==> config.mk <==
export PLATFORM = sky130hd
export DESIGN_NAME = modexp_datapath
export DESIGN_NICKNAME = d
export VERILOG_FILES = /design/src/rtl/modexp_datapath.sv
export SDC_FILE = /design/constraint.sdc
export NUM_CORES = 2
export LEC_CHECK = 0
export BUFFER_PORTS_ARGS = -buffer_cell sky130_fd_sc_hd__buf_2
export CORE_MARGIN = 8
export CORE_UTILIZATION = 34
export DETAILED_ROUTE_END_ITERATION = 16
export PLACE_DENSITY_LB_ADDON = 0.05
export SYNTH_ARGS = -nofsm -noshare
export SYNTH_HDL_FRONTEND = slang
export SYNTH_SLANG_ARGS = --single-unit
export TNS_END_PERCENT = 5
==> constraint.sdc <==
create_clock -name clk -period 128.4 [get_ports clk]
set_clock_uncertainty 0.15 [all_clocks]
set_input_delay 38.52 -clock clk [delete_from_list [all_inputs] [get_ports clk]]
set_output_delay 38.52 -clock clk [all_outputs]
set_load 0.005 [all_outputs]
==> src/rtl/modexp_datapath.sv <==
// Right-to-left square-and-multiply datapath for m^e mod n, driven by an external FSM controller.
// Optional cycle counter output enabled by defining MODEXP_CYCLE_COUNT_EN.
module modexp_datapath #(
   parameter int WIDTH = 16
) (
   input  logic             clk,
   input  logic             rst_n,
   input  logic [WIDTH-1:0] data_in,
   input  logic             update_e,
   input  logic             update_n,
   input  logic             initialize,
   input  logic             en_multiply,
   input  logic             en_modulo,
   input  logic             done,
   output logic             is_init_done,
   output logic             is_multiplication_done,
   output logic [WIDTH-1:0] result,
   output logic             result_valid
`ifdef MODEXP_CYCLE_COUNT_EN
   ,
   output logic [15:0]      cycle_count
`endif
);

   localparam int PW = 2 * WIDTH;

   logic [WIDTH-1:0] e_q, e_d;
   logic [WIDTH-1:0] n_q, n_d;
   logic [WIDTH-1:0] base_q, base_d;
   logic [WIDTH-1:0] acc_q, acc_d;
   logic [WIDTH-1:0] exp_sh_q, exp_sh_d;
   logic [PW-1:0]    prod_a_q, prod_a_d;
   logic [PW-1:0]    prod_b_q, prod_b_d;
   logic             busy_q, busy_d;
   logic             init_done_q, init_done_d;
   logic [WIDTH-1:0] result_q, result_d;
   logic             result_valid_q, result_valid_d;

   logic [PW-1:0]    acc_w, base_w, data_w;
   logic             init_start;

   // Reduction guarded against n == 0 so simulation never divides by zero.
   function automatic logic [WIDTH-1:0] mod_n(input logic [PW-1:0] x, input logic [WIDTH-1:0] n);
      logic [PW-1:0] r;
      if (n == '0) begin
         r = '0;
      end else begin
         r = x % {{WIDTH{1'b0}}, n};
      end
      return r[WIDTH-1:0];
   endfunction

   assign acc_w      = {{WIDTH{1'b0}}, acc_q};
   assign base_w     = {{WIDTH{1'b0}}, base_q};
   assign data_w     = {{WIDTH{1'b0}}, data_in};
   assign init_start = initialize & ~init_done_q;

   always_comb begin
      e_d            = e_q;
      n_d            = n_q;
      base_d         = base_q;
      acc_d          = acc_q;
      exp_sh_d       = exp_sh_q;
      prod_a_d       = prod_a_q;
      prod_b_d       = prod_b_q;
      busy_d         = busy_q;
      result_d       = result_q;
      result_valid_d = 1'b0;
      init_done_d    = initialize;

      if (update_e && !busy_q) e_d = data_in;
      if (update_n && !busy_q) n_d = data_in;

      // A fresh initialize restarts the run even if one is in flight.
      if (init_start) begin
         busy_d = 1'b1;
         if (n_q == '0) begin
            base_d   = '0;
            acc_d    = '0;
            exp_sh_d = '0;
         end else begin
            base_d   = mod_n(data_w, n_q);
            acc_d    = (n_q == WIDTH'(1)) ? '0 : WIDTH'(1);
            exp_sh_d = e_q;
         end
      end else if (busy_q) begin
         if (done) begin
            result_d       = acc_q;
            result_valid_d = 1'b1;
            busy_d         = 1'b0;
         end else if (en_modulo) begin
            acc_d    = mod_n(prod_a_q, n_q);
            base_d   = mod_n(prod_b_q, n_q);
            exp_sh_d = exp_sh_q >> 1;
         end else if (en_multiply) begin
            prod_a_d = exp_sh_q[0] ? (acc_w * base_w) : acc_w;
            prod_b_d = base_w * base_w;
         end
      end
   end

   always_ff @(posedge clk) begin
      if (!rst_n) begin
         e_q            <= '0;
         n_q            <= '0;
         base_q         <= '0;
         acc_q          <= '0;
         exp_sh_q       <= '0;
         prod_a_q       <= '0;
         prod_b_q       <= '0;
         busy_q         <= 1'b0;
         init_done_q    <= 1'b0;
         result_q       <= '0;
         result_valid_q <= 1'b0;
      end else begin
         e_q            <= e_d;
         n_q            <= n_d;
         base_q         <= base_d;
         acc_q          <= acc_d;
         exp_sh_q       <= exp_sh_d;
         prod_a_q       <= prod_a_d;
         prod_b_q       <= prod_b_d;
         busy_q         <= busy_d;
         init_done_q    <= init_done_d;
         result_q       <= result_d;
         result_valid_q <= result_valid_d;
      end
   end

   assign is_init_done           = init_done_q;
   assign is_multiplication_done = busy_q & (exp_sh_q == '0);
   assign result                 = result_q;
   assign result_valid           = result_valid_q;

`ifdef MODEXP_CYCLE_COUNT_EN
   logic [15:0] cnt_q, cnt_d;

   // Counts busy cycles, saturating; frozen once the run completes.
   always_comb begin
      cnt_d = cnt_q;
      if (init_start) begin
         cnt_d = '0;
      end else if (busy_q && cnt_q != 16'hFFFF) begin
         cnt_d = cnt_q + 16'd1;
      end
   end

   always_ff @(posedge clk) begin
      if (!rst_n) cnt_q <= '0;
      else        cnt_q <= cnt_d;
   end

   assign cycle_count = cnt_q;
`endif

endmodule

==> impl_metrics.py <==
metrics = {
    "setup_path": {
        "cp.arrival_ns": 122.63,
        "crit_required_ns": 128.67,
        "crit_path_max_incr_delay_ns": 0.77,
        "startpoint_type": "primary input",
        "critPathMostFrequentCell": "o21a_1",
        "setup.worst_path.end_class": "register",
        "slowest_stage": "or4_4",
        "critPathKind": "primary input to register",
        "cp_max_fo": 36,
        "ff2ff_path_depth": 422,
    },
    "clock_network": {
        "cts.path.max_buffers": 2,
        "cts_buffers": 17,
        "cts_max_level": 4,
        "clk-insertion-delay-late_ns": 0.53,
        "cts_tree": "done",
        "clock_sinks": 162,
        "root_buffer": "clkbuf_16",
        "clkTransAtPathRegs_ns": 0.09,
    },
    "timing": {
        "tightest_slew_ns": 1.29,
        "slew_viol_final": 0,
        "final.min_clock_period_ns": 122.35,
        "hold_viol_final": 0,
        "fmax_ghz": 0.00817,
        "slew_headroom_pct": 12.6,
        "post-route-period-util_pct": 95.3,
        "fin_tns_setup_ns": 0,
        "fin_ws_ns": 6.05,
        "setup_viol": 0,
    },
    "synthesis": {
        "synthesis.area_um2": 87300,
        "yosysTopAreaCell": "ha_1",
        "yosysUniqueCellTypes": 123,
        "synth_top_flop_cell": "dfxtp_1",
        "async_reset_ff_share_pct": 0,
        "yosys_warnings": 0,
        "netlist_top_cells_area": "ha_1, fa_1, nand2_1, o21a_1, a21oi_1",
        "syn_area_per_cell_um2": 7.37,
        "synth_top_area_share_pct": 19.9,
        "synthCells": 11800,
        "synth-edff-count": 0,
        "ys_seq_area_share_pct": 3.72,
        "ys_seq_elements": 162,
    },
    "grt": {
        "grt_max_degree": 73,
        "grt_pass1_vias": 83700,
        "track_usage_pct": 21.7,
        "gr-total-overflow": 0,
        "grt_first_pass_wirelength_um": 481000,
        "grt_antenna_before_repair": 19,
    },
    "floorplan": {
        "start_util_pct": 34.1,
        "fp.dieW_um": 523,
        "core-area_um2": 256000,
        "die_area_um2": 273000,
        "io-pin-count": 43,
        "num_rows": 186,
        "die_y_um": 523,
    },
    "route": {
        "wl_um": 307000,
        "wl_per_cell_um": 20.4,
        "route.detailed.drc": 0,
        "num_vias": 86200,
        "dr.pass1.iters": 6,
        "postRouteAntennaNets": 0,
        "via_per_inst": 5.72,
        "drtIter0Drc": 5104,
    },
    "outcome": {
        "status": "finished, final reports clean",
    },
    "place": {
        "dp_slack_ns": 0.847,
        "place.gp.congestion": 0.872,
        "dpl.hpwl_um": 247000,
        "io_buffers": 42,
        "placed_area_um2": 91300,
    },
    "final_layout": {
        "final_common_cell": "ha_1",
        "design_area_um2": 92300,
        "final_nets": 13400,
        "layout_common_cells": "ha_1, nand2_1, nor2_1",
        "drive_gt1_share_pct": 7.11,
        "area_growth_pct": 5.74,
    },
    "hold_path": {
        "hold_path.class": "register to register",
        "hold_depth": 2,
    },
    "flow_run": {
        "drv_cap": 0,
    },
}
-- worst paths after layout --
kind / from / slack (ns) / end
worst max-delay path: data_in[9] / 6.05 / base_q[15]
worst min-delay path: result[13] / 0.31 / result[13]
worst max register to register: n_q[11] / 19.93 / base_q[15]
worst min register to register: result[13] / 0.31 / result[13]
-- cells by family (layout without fill, tap and decap cells) --
| logic type | Yosys count | in the layout | share of synthesized area, % |
|---|---|---|---|
| buffers and inverters | 1112 | 931 | 5.06 |
| AOI/OAI and AO/OA | 3616 | 3616 | 28.5 |
| and+or+nand+nor | 4177 | 4177 | 23.2 |
| xor gates and xnor gates | 644 | 644 | 6.48 |
| adders and majority gates | 1751 | 1751 | 28.2 |
| DFF | 162 | 162 | 3.72 |
| other | 1 | 28 | 0.00430 |
| muxes | 381 | 381 | 4.74 |
-- flip-flops by register name (all words and copies together) (netlist names) --
register / count
busy_q: 1
prod_b_q: 31
e_q: 16
result: 16
result_valid: 1
prod_a_q: 32
acc_q: 16
n_q: 16
exp_sh_q: 16
base_q: 16
is_init_done: 1
-- through the flow --
step	hold WS, ns	util (%)	cells
finish	0.310	36.0	15100
global route	0.331	36.0	15100
CTS	0.315	35.9	15100
detailed placement	0.304	35.7	15000
global placement	0.300	35.7	15000
floorplan	0.293	-	11900
-- synth_stat cells (31+ instances only) --
library cell,instances
or2_2,168
xor2_1,220
a21boi_0,110
nor2_1,858
o31ai_1,353
or3_1,117
or4_1,31
o21a_1,605
a211oi_1,98
nand2_1,1266
and2_1,252
a211o_1,41
nand2b_1,110
and3_1,69
o21ai_0,484
a21oi_1,741
o211ai_1,120
mux2i_1,135
fa_1,362
nor2b_1,129
o211a_1,53
buf_1,32
inv_1,680
xnor2_1,423
nand4_1,105
o21bai_1,105
nor3_1,644
nor4_1,69
a31oi_1,86
ha_1,1385
a221oi_1,49
a22oi_1,41
dfxtp_1,162
nand3_1,191
clkbuf_1,348
a21o_1,299
mux2_2,240
-- worst max-delay path, delay by kind of cell --
kind,cells,cell delay [ns]
AO/OA/AOI/OAI,236,50.96
adder cells (fa/ha/maj),23,7.36
buffers and inverters,19,4.03
multiplexers,11,3.74
AND/OR/NAND/NOR,74,17.74
-- layer usage --
metal	part of all wire, %	GRT usage, %
met3	2.8	1.12
met4	1.7	3.90
met1	49	29.9
met5	0.018	0
met2	47	37.8
-- timing repair --
item,4_1_cts,5_1_grt
hold buffers,0,0
endpoints found under the setup margin,0,16
setup buffers,0,11
gates resized for setup,0,45
-- layout make-up --
cell class | instances | area [µm²]
antenna | 12 | 30.0
clock buffer | 17 | 425
clock inverter | 15 | 209
fill | 27100 | 164000
inverter | 681 | 2610
multi-input combinational | 10600 | 80000
sequential | 162 | 3250
tap | 3384 | 4230
timing repair buffer | 218 | 1570
Power is not shown: default switching activity piles up to over one toggle a cycle in this logic, so the estimate is an artifact.
